==> config.mk <==
export PLATFORM = sky130hd
export DESIGN_NAME = param_seq_detector
export DESIGN_NICKNAME = d
export VERILOG_FILES = /design/src/rtl/fsm_pkg.sv /design/src/rtl/sat_counter.sv /design/src/rtl/param_seq_detector.sv
export SDC_FILE = /design/constraint.sdc
export NUM_CORES = 1
export LEC_CHECK = 0
export ABC_AREA = 1
export ABC_CLOCK_PERIOD_IN_PS = 2600
export BUFFER_PORTS_ARGS = -buffer_cell sky130_fd_sc_hd__buf_2
export CORE_AREA = 2 2 52 54
export CTS_CLUSTER_DIAMETER = 50
export CTS_CLUSTER_SIZE = 24
export DETAILED_ROUTE_END_ITERATION = 8
export DIE_AREA = 0 0 54 56
export PLACE_DENSITY = 0.56
export SLEW_MARGIN = 20
export SYNTH_ARGS = -nofsm -noshare
export SYNTH_HDL_FRONTEND = slang
export SYNTH_SLANG_ARGS = --single-unit
==> constraint.sdc <==
create_clock -name clk -period 2.6 [get_ports clk]
set_clock_uncertainty 0.1 [all_clocks]
set_input_delay 0.26 -clock clk [delete_from_list [all_inputs] [get_ports clk]]
set_output_delay 0.26 -clock clk [all_outputs]
set_load 0.005 [all_outputs]
==> src/rtl/fsm_pkg.sv <==
// Shared definitions for the FSM library: overlap-mode encodings and the
// per-edge action selector used by the serial pattern detector.
package fsm_pkg;

    localparam logic OVL_ON  = 1'b1;
    localparam logic OVL_OFF = 1'b0;

    // What the detector does to its history/fill state on the coming edge.
    typedef enum logic [1:0] {
        ACT_HOLD    = 2'd0,
        ACT_SHIFT   = 2'd1,
        ACT_RESTART = 2'd2,
        ACT_LOAD    = 2'd3
    } seq_act_e;

endpackage : fsm_pkg

==> src/rtl/sat_counter.sv <==
// Saturating up-counter with synchronous clear; clear beats increment and the
// count sticks at all-ones instead of wrapping.
module sat_counter #(
    parameter int unsigned W = 8
) (
    input  logic         clk,
    input  logic         rst_n,
    input  logic         inc,
    input  logic         clr,
    output logic [W-1:0] cnt
);

    localparam logic [W-1:0] CNT_MAX = {W{1'b1}};

    logic [W-1:0] r_cnt;

    // Count register: clear first, then saturating increment.
    always_ff @(posedge clk or negedge rst_n) begin
        if (!rst_n) begin
            r_cnt <= {W{1'b0}};
        end else if (clr) begin
            r_cnt <= {W{1'b0}};
        end else if (inc && (r_cnt != CNT_MAX)) begin
            r_cnt <= r_cnt + W'(1);
        end else begin
            r_cnt <= r_cnt;
        end
    end

    assign cnt = r_cnt;

endmodule : sat_counter

==> src/rtl/param_seq_detector.sv <==
// Mealy serial-pattern detector with runtime-loadable pattern, selectable
// overlap mode, input qualifier, registered match copy and saturating count.
module param_seq_detector
    import fsm_pkg::*;
#(
    parameter int unsigned        SEQ_LEN   = 3,
    parameter logic [SEQ_LEN-1:0] RESET_PAT = 3'b101,
    parameter int unsigned        CNT_W     = 8
) (
    input  logic               clk,
    input  logic               aresetn,
    input  logic               en,
    input  logic               x,
    input  logic               ovl,
    input  logic               pat_we,
    input  logic [SEQ_LEN-1:0] pat_i,
    input  logic               cnt_clr,
    output logic               z,
    output logic               z_q,
    output logic [CNT_W-1:0]   match_cnt
);

    localparam int unsigned        FILL_W     = $clog2(SEQ_LEN);
    localparam logic [FILL_W-1:0]  FILL_ARMED = FILL_W'(SEQ_LEN - 1);

    logic [SEQ_LEN-1:0] r_pat;
    logic [SEQ_LEN-2:0] r_hist;
    logic [FILL_W-1:0]  r_fill;
    logic               r_z_q;

    logic [SEQ_LEN-1:0] w_pat_nxt;
    logic [SEQ_LEN-2:0] w_hist_nxt;
    logic [SEQ_LEN-2:0] w_hist_shift;
    logic [FILL_W-1:0]  w_fill_nxt;
    logic               w_armed;
    logic               w_z;
    seq_act_e           w_act;

    // A 2-bit pattern keeps a single history bit, so there is nothing to shift through.
    generate
        if (SEQ_LEN == 2) begin : g_hist_one
            assign w_hist_shift = x;
        end else begin : g_hist_many
            assign w_hist_shift = {r_hist[SEQ_LEN-3:0], x};
        end
    endgenerate

    // Match decode, edge action selection and next-state computation.
    always_comb begin
        w_armed    = (r_fill == FILL_ARMED);
        w_z        = en & ~pat_we & w_armed & ({r_hist, x} == r_pat);
        w_pat_nxt  = r_pat;
        w_hist_nxt = r_hist;
        w_fill_nxt = r_fill;
        w_act      = ACT_HOLD;

        if (pat_we) begin
            w_act = ACT_LOAD;
        end else if (en) begin
            if (w_z && (ovl == OVL_OFF)) begin
                w_act = ACT_RESTART;
            end else begin
                w_act = ACT_SHIFT;
            end
        end else begin
            w_act = ACT_HOLD;
        end

        case (w_act)
            ACT_LOAD: begin
                w_pat_nxt  = pat_i;
                w_hist_nxt = {(SEQ_LEN-1){1'b0}};
                w_fill_nxt = {FILL_W{1'b0}};
            end
            ACT_RESTART: begin
                w_hist_nxt = w_hist_shift;
                w_fill_nxt = {FILL_W{1'b0}};
            end
            ACT_SHIFT: begin
                w_hist_nxt = w_hist_shift;
                w_fill_nxt = w_armed ? r_fill : (r_fill + FILL_W'(1));
            end
            ACT_HOLD: begin
                w_hist_nxt = r_hist;
            end
            default: begin
                w_hist_nxt = r_hist;
            end
        endcase
    end

    // Pattern, history, fill level and delayed match pulse.
    always_ff @(posedge clk or negedge aresetn) begin
        if (!aresetn) begin
            r_pat  <= RESET_PAT;
            r_hist <= {(SEQ_LEN-1){1'b0}};
            r_fill <= {FILL_W{1'b0}};
            r_z_q  <= 1'b0;
        end else begin
            r_pat  <= w_pat_nxt;
            r_hist <= w_hist_nxt;
            r_fill <= w_fill_nxt;
            r_z_q  <= w_z;
        end
    end

    sat_counter #(
        .W (CNT_W)
    ) u_match_cnt (
        .clk   (clk),
        .rst_n (aresetn),
        .inc   (w_z),
        .clr   (cnt_clr),
        .cnt   (match_cnt)
    );

    assign z   = w_z;
    assign z_q = r_z_q;

endmodule : param_seq_detector

==> results of run 1 <==
-- worst reg2reg max path, delay by kind of cell, from the launching register on --
kind            cells  cell delay (ps)
simple gates        4              410
buf+inv             1               80
compound gates      2              390
flops               1              410
fa+ha+maj           1              180
-- metal layers --
metal  part of all wire  vias to the layer above
li1                   -                      415
met1               0.49                      352
met2               0.46                       15
met3              0.048                        2
met4             0.0075                        0
met5                  0                        -
-- Yosys cell counts --
cell type and count:
sky130_fd_sc_hd__dfrtp_1 14, sky130_fd_sc_hd__nand2_1 33, sky130_fd_sc_hd__o22ai_1 2, sky130_fd_sc_hd__nand3_2 4
sky130_fd_sc_hd__clkinv_1 1, sky130_fd_sc_hd__nand4_2 1, sky130_fd_sc_hd__nor2_1 8, sky130_fd_sc_hd__o211ai_4 1
sky130_fd_sc_hd__nor2_4 1, sky130_fd_sc_hd__nand3_1 12, sky130_fd_sc_hd__dfstp_2 2, sky130_fd_sc_hd__o21ai_0 3
sky130_fd_sc_hd__xnor2_1 1, sky130_fd_sc_hd__nor4_1 1, sky130_fd_sc_hd__or2_2 1, sky130_fd_sc_hd__ha_1 2
sky130_fd_sc_hd__inv_2 1, sky130_fd_sc_hd__nand2_4 2, sky130_fd_sc_hd__o21ai_2 1, sky130_fd_sc_hd__inv_1 11
sky130_fd_sc_hd__xor2_1 3, sky130_fd_sc_hd__nor2_8 2, sky130_fd_sc_hd__nand4_1 2, sky130_fd_sc_hd__nor3_1 1
sky130_fd_sc_hd__clkbuf_4 1, sky130_fd_sc_hd__nand2_2 2
-- worst paths after layout --
kind / cells past startpoint / startpoint / to
min in group asynchronous: 2 / aresetn / u_match_cnt.cnt[6]
worst min register to register: 2 / r_pat[0] / r_pat[0]
worst max register to register: 8 / u_match_cnt.cnt[0] / u_match_cnt.cnt[7]
worst max-delay path: 5 / r_fill[0] / z
max in group asynchronous: 2 / aresetn / r_pat[2]
worst min-delay path: 3 / pat_i[0] / r_pat[0]
-- kinds of logic after synthesis --
family          after synthesis
compound gates                7
simple gates                 70
xor+xnor                      4
flops                        16
fa+ha+maj                     2
buf+inv                      14
-- layout make-up --
cell class                 instances  area (sq um)  area share
multi-input combinational         83           500       0.446
sequential                        16           403       0.359
tap                               30          37.5      0.0335
timing repair buffer              20           105      0.0937
clock buffer                       4          26.3      0.0234
inverter                          13          48.8      0.0435
-- stage by stage --
stage,hold WS [ps],cell area [sq um],util
after global routing,78.8,1120,0.461
final,81.0,1120,0.461
after floorplan,-136,960,-
after detailed placement,103,1080,0.446
after global placement,106,1080,0.446
after CTS,67.5,1120,0.461
-- what timing repair did --
action,4_1_cts,5_1_grt
hold buffers,1,0
setup buffers,0,0
hold endpoints to repair,14,0
-- sequential cells by signal, summed over array words and instances, names as in the netlist --
signal / flops
r_hist: 2
z_q: 1
u_match_cnt.cnt: 8
r_pat: 3
r_fill: 2
-- power by group --
| group | switching [mW] | total, mW | internal [mW] |
|---|---|---|---|
| Combinational | 0.0505 | 0.0807 | 0.0303 |
| Sequential | 0.0112 | 0.276 | 0.265 |
| Clock | 0.0850 | 0.145 | 0.0596 |
==> impl_results.md, run 1 <==
* TritonCTS clock tree: built
* Top fanout value on the critical path at 3
* GRT Util Overall at 0.144
* Longest Clk Path Bufs at 2
* Post-Synthesis Cell Area at 960 sq um
* CP Buf/Inv Count at 2
* Final Net Count at 149
* Slowest stage delay, CP at 400 ps
* Per-instance average area after synthesis at 8.49 sq um
* Antenna violation net count after detailed routing at 0
* TritonRoute pass-1 iters at 4
* Setup repair after global routing missed its margin: no
* Cells along the critical path: inv_1 > ha_1 > nand2_1 > nor4_1 > buf_2
* Pin count of the biggest net entering global routing at 17
* Count of state elements after synthesis at 16
* Pin slew with the least headroom to its limit at 430 ps
* DRC violation total after the first TritonRoute iteration at 14
* Number of CTS-inserted buffers at 3
* Number of unique standard cell types used by synthesis at 26
* Resize count post-CTS at 0
* Family with the most delay on the worst path: simple AND/OR/NAND/NOR gates
* Biggest area consumer among synthesized cells: sky130_fd_sc_hd__dfrtp_1
* Layout overhead on the synthesized area at 16.8%
* Antenna diodes at 0
* Clk_lat worst skew at 290 ps
* Highest ir drop seen on vdd at 0.252 mV
* Post-synthesis xor/xnor area fraction at 0.0365
* YS warnings at 0
* Final number of max-transition violations at 0
* Total via count in the routed design at 784
* Cell with the largest stage delay on the worst path: sky130_fd_sc_hd__dfrtp_1
* Max-cap violation count at 0
* Wire length of the first global-routing pass at 3.21 mm
* Required time of the critical path at 2240 ps
* Kind of start point of the critical path: flip-flop
* Endpoints failing setup at 0
* Final RePlAce weighted congestion at 0.746
* Pleak at 0.601 nW
* DRC at 0
* Worst min path class: input pin to flip-flop
* Cell total after placement at 161
* Gate count of the mapped netlist at 113
* Total power after layout at 0.501 mW
* Met2 Use GR at 0.223
* Root Driver: sky130_fd_sc_hd__clkbuf_4
* Initial cell density of the core at 0.395
* Placement-stage worst setup slack at 899 ps
* Area share of fa/ha/maj cells after synthesis at 0.0261
* Clock-pin slew of the registers on the worst-case setup and hold paths at 110 ps
* Share of the synthesized area in compound gates (AO/OA/AOI/OAI) at 0.0600
* Number of buffers inserted by port buffering at 19
* Via count of the first global-routing pass at 727
* Std-Cell Core Area at 2430 sq um
* Worst slew margin relative to its limit at 0.713
* Non-filler cells in the finished layout at 166
* M3 GR Usage at 0.0242
* DPL Wire Length at 1.39 mm
* Main combinational cell family by area after synthesis: simple AND/OR/NAND/NOR gates
* H-tree depth at 1
* Count of endpoints failing hold in the final timing report at 0
* Critical path capture point type: output pin
* Final cycle utilization of the critical path at 0.778
* Run status: complete, no violations
* DIE WIDTH at 54 microns
* Highest-count cells in the layout ignoring fill and taps: sky130_fd_sc_hd__nand2_1 (33), sky130_fd_sc_hd__buf_2 (19), sky130_fd_sc_hd__dfrtp_1 (14), sky130_fd_sc_hd__nand3_1 (12), sky130_fd_sc_hd__inv_1 (11)
* Proportion of layout cells with a drive suffix above 1 at 0.294
* Post-layout min period at 2020 ps
* Arrival time reported for the critical path endpoint at 1660 ps
* Total Die Area at 3020 sq um
* Worst reg2reg setup slack at 950 ps
* Number of antenna violations at the first check in global routing at 0
* Mean number of vias per cell at 4.72
* WL per Instance at 11.2 microns
* Synthesized-area fraction occupied by and/or/nand/nor cells at 0.399
* Share of the synthesized area in the top cell type at 0.365
* Total negative slack at 0 ps
* Mux cell area share after synthesis at 0
* Post-synthesis sequential area ratio at 0.420
* Sum of routed wire length over all layers at 1.86 mm
* Met1 demand-to-capacity share in global routing at 0.193
* # clock sinks at 16
* Layer with the highest usage: met2
* Peak clock frequency supported by timing at 494 MHz
* I/O pins at 20
* Row cnt at 18
* Final WS setup at 576 ps
* Top cells by area, synth: sky130_fd_sc_hd__dfrtp_1 (37%), sky130_fd_sc_hd__nand2_1 (13%), sky130_fd_sc_hd__nand3_1 (6.3%)
* Number of fill cells at 254
* Leading cell type in the layout, fill and taps excluded: sky130_fd_sc_hd__nand2_1
* Residual overflow from global routing at 0
* Critical setup path kind: flip-flop to output pin
* Power per cell area at 447 nW/um^2
* Die span in y at 56 microns
* Syn Nets at 125
(Power assumes the default switching activity.)
==> run 2, diff against run 1 <==
--- a/config.mk
+++ b/config.mk
@@ -6,14 +6,14 @@
 export NUM_CORES = 1
 export LEC_CHECK = 0
 export ABC_AREA = 1
-export ABC_CLOCK_PERIOD_IN_PS = 2600
+export ABC_CLOCK_PERIOD_IN_PS = 1700
 export BUFFER_PORTS_ARGS = -buffer_cell sky130_fd_sc_hd__buf_2
 export CORE_AREA = 2 2 52 54
 export CTS_CLUSTER_DIAMETER = 50
 export CTS_CLUSTER_SIZE = 24
 export DETAILED_ROUTE_END_ITERATION = 8
 export DIE_AREA = 0 0 54 56
-export PLACE_DENSITY = 0.56
+export PLACE_DENSITY = 0.59
 export SLEW_MARGIN = 20
 export SYNTH_ARGS = -nofsm -noshare
 export SYNTH_HDL_FRONTEND = slang
==> constraint.sdc (replaced) <==
create_clock -name clk -period 1.7 [get_ports clk]
set_clock_uncertainty 0.1 [all_clocks]
set_input_delay 0.17 -clock clk [delete_from_list [all_inputs] [get_ports clk]]
set_output_delay 0.17 -clock clk [all_outputs]
set_load 0.005 [all_outputs]
==> run 2 against run 1 <==
  * First-iteration DRC count is 43% lower
  * Die area stayed put
  * Sequential power is 53% higher
  * Sequential share of layout area fell by 3.9 points
  * Clock power grew 72%
  * Flip-flop and latch count unchanged
  * Wire length is 9.7% higher
  * Critical path type unchanged
  * Largest power group unchanged
  * Highest routed layer unchanged
==> impl_results.md, run 2 (synthesis gave the netlist of run 1 again) <==
* Longest Clk Path Bufs at 2
* Row cnt at 18
* Count of endpoints failing hold in the final timing report at 0
* I/O pins at 20
* Kind of start point of the critical path: flip-flop
* DPL Wire Length at 1.51 mm
* Clock-pin slew of the registers on the worst-case setup and hold paths at 90 ps
* Worst reg2reg path endpoint: u_match_cnt.cnt[1]
* DIE WIDTH at 54 microns
* Number of CTS-inserted buffers at 3
* Pleak at 0.664 nW
* Pin slew with the least headroom to its limit at 360 ps
* Arrival time reported for the critical path endpoint at 1420 ps
* Internal power at 0.605 mW
* Final Net Count at 159
* Sum of routed wire length over all layers at 2.04 mm
* Min-Delay Startpoint: pat_i[0]
* Proportion of layout cells with a drive suffix above 1 at 0.397
* Worst reg2reg setup slack at 120 ps
* Clk network pwr share at 0.299
* Cells on Worst Hold Path at 3
* Std-Cell Core Area at 2430 sq um
* DRC violation total after the first TritonRoute iteration at 8
* Via count of the first global-routing pass at 829
* Register share of total power at 0.504
* Clk_lat worst skew at 280 ps
* Run status: complete, no violations
* Final cycle utilization of the critical path at 0.993
* WL per Instance at 11.6 microns
* H-tree depth at 1
* Root Driver: sky130_fd_sc_hd__clkbuf_4
* Mean number of vias per cell at 4.79
* Net switching component of the power at 0.232 mW
* Peak clock frequency supported by timing at 592 MHz
* Antenna violation net count after detailed routing at 0
* Total power after layout at 0.837 mW
* Total negative slack at 0 ps
* Capture endpoint of the worst hold path: r_pat[0]
* # clock sinks at 16
* Total Die Area at 3020 sq um
* Residual overflow from global routing at 0
* Top fanout value on the critical path at 2
* Switch share at 0.277
* Final number of max-transition violations at 0
* Source of the critical timing path: r_pat[0]
* Leading cell type in the layout, fill and taps excluded: sky130_fd_sc_hd__nand2_1
* Worst min path class: input pin to flip-flop
* TritonRoute pass-1 iters at 4
* Critical setup path kind: flip-flop to output pin
* Initial cell density of the core at 0.395
* Endpoints failing setup at 0
* Critical path capture point type: output pin
* Total via count in the routed design at 843
* Post-layout min period at 1690 ps
* Pin count of the biggest net entering global routing at 17
* Required time of the critical path at 1430 ps
* Cell depth of the worst flop-to-flop path at 9
* Antenna diodes at 0
* Max-cap violation count at 0
* Number of antenna violations at the first check in global routing at 0
* Highest-count cells in the layout ignoring fill and taps: sky130_fd_sc_hd__nand2_1 (28), sky130_fd_sc_hd__buf_2 (19), sky130_fd_sc_hd__dfrtp_1 (14), sky130_fd_sc_hd__nand3_1 (12), sky130_fd_sc_hd__inv_1 (9)
* Power per cell area at 666 nW/um^2
* Layout overhead on the synthesized area at 30.9%
* Wire length of the first global-routing pass at 3.59 mm
* Worst slew margin relative to its limit at 0.760
* Final Core Density at 0.516
* TritonCTS clock tree: built
* Die span in y at 56 microns
* Flip-flop count of the largest register, all copies and words added at 8
* Setup repair after global routing missed its margin: yes
* RR Startpoint: r_pat[2]
* DRC at 0
* GRT Util Overall at 0.160
* Final RePlAce weighted congestion at 0.764
* Proportion of power drawn by combinational gates at 0.197
* Highest ir drop seen on vdd at 0.553 mV
* Number of buffers inserted by port buffering at 19
-- run 2: cell count changes in the layout (fill, tap and decap cells not counted), sizes merged --
cell,change
buf,+8
dlygate4sd3,+2
-- run 2: area by class of cell --
type | instances | area (sq um)
clock buffer | 4 | 36.3
inverter | 13 | 48.8
sequential | 16 | 403
multi-input combinational | 83 | 546
timing repair buffer | 30 | 185
fill | 238 | 1180
tap | 30 | 37.5
-- run 2: power groups by stage --
stage          clock, mW  combinational (mW)  sequential (mW)
3_5_place_dp           0               0.129            0.429
3_3_place_gp           0               0.124            0.428
5_1_grt            0.273               0.187            0.425
6_report           0.250               0.165            0.422
2_1_floorplan          0              0.0809            0.427
4_1_cts            0.262               0.156            0.422
-- run 2: worst max path at each step --
stage                               endpoint
after floorplan           u_match_cnt.cnt[7]
after global placement                     z
after detailed placement  u_match_cnt.cnt[7]
after CTS                                  z
after global routing                       z
final                                      z
-- run 2: per-layer routing --
metal  wire [microns]  up-vias  global-route usage
met5                0        -                   0
met4               11        0              0.0643
met3               73        2              0.0242
met2             1090       14               0.261
met1              868      396               0.206
li1                 -      431                   -
-- run 2: critical path, cell delays in order, from the launching register on --
cell and delay [ps]:
sky130_fd_sc_hd__dfstp_2 550, sky130_fd_sc_hd__inv_2 40, sky130_fd_sc_hd__nand2_2 80, sky130_fd_sc_hd__nand2_4 60
sky130_fd_sc_hd__nor4_4 260, sky130_fd_sc_hd__buf_2 160
-- run 2: metrics by stage --
step                      hold slack (ps)  worst slack (ps)  area [sq um]  cells
after global routing                 21.7             -66.9          1260    176
after detailed placement             18.3              93.4          1100    163
after floorplan                      -226               192           960    113
final                                10.1              12.0          1260    176
after global placement               6.45               141          1100    163
after CTS                            8.84             -9.81          1230    173
-- run 2: repair_timing --
action                                  4_1_cts  5_1_grt
buffers inserted                              3        3
pin swaps                                     3        4
endpoints found under the setup margin        1        9
endpoints found under the hold margin        18        0
gates resized for setup                      10        3
hold buffers                                  3        0
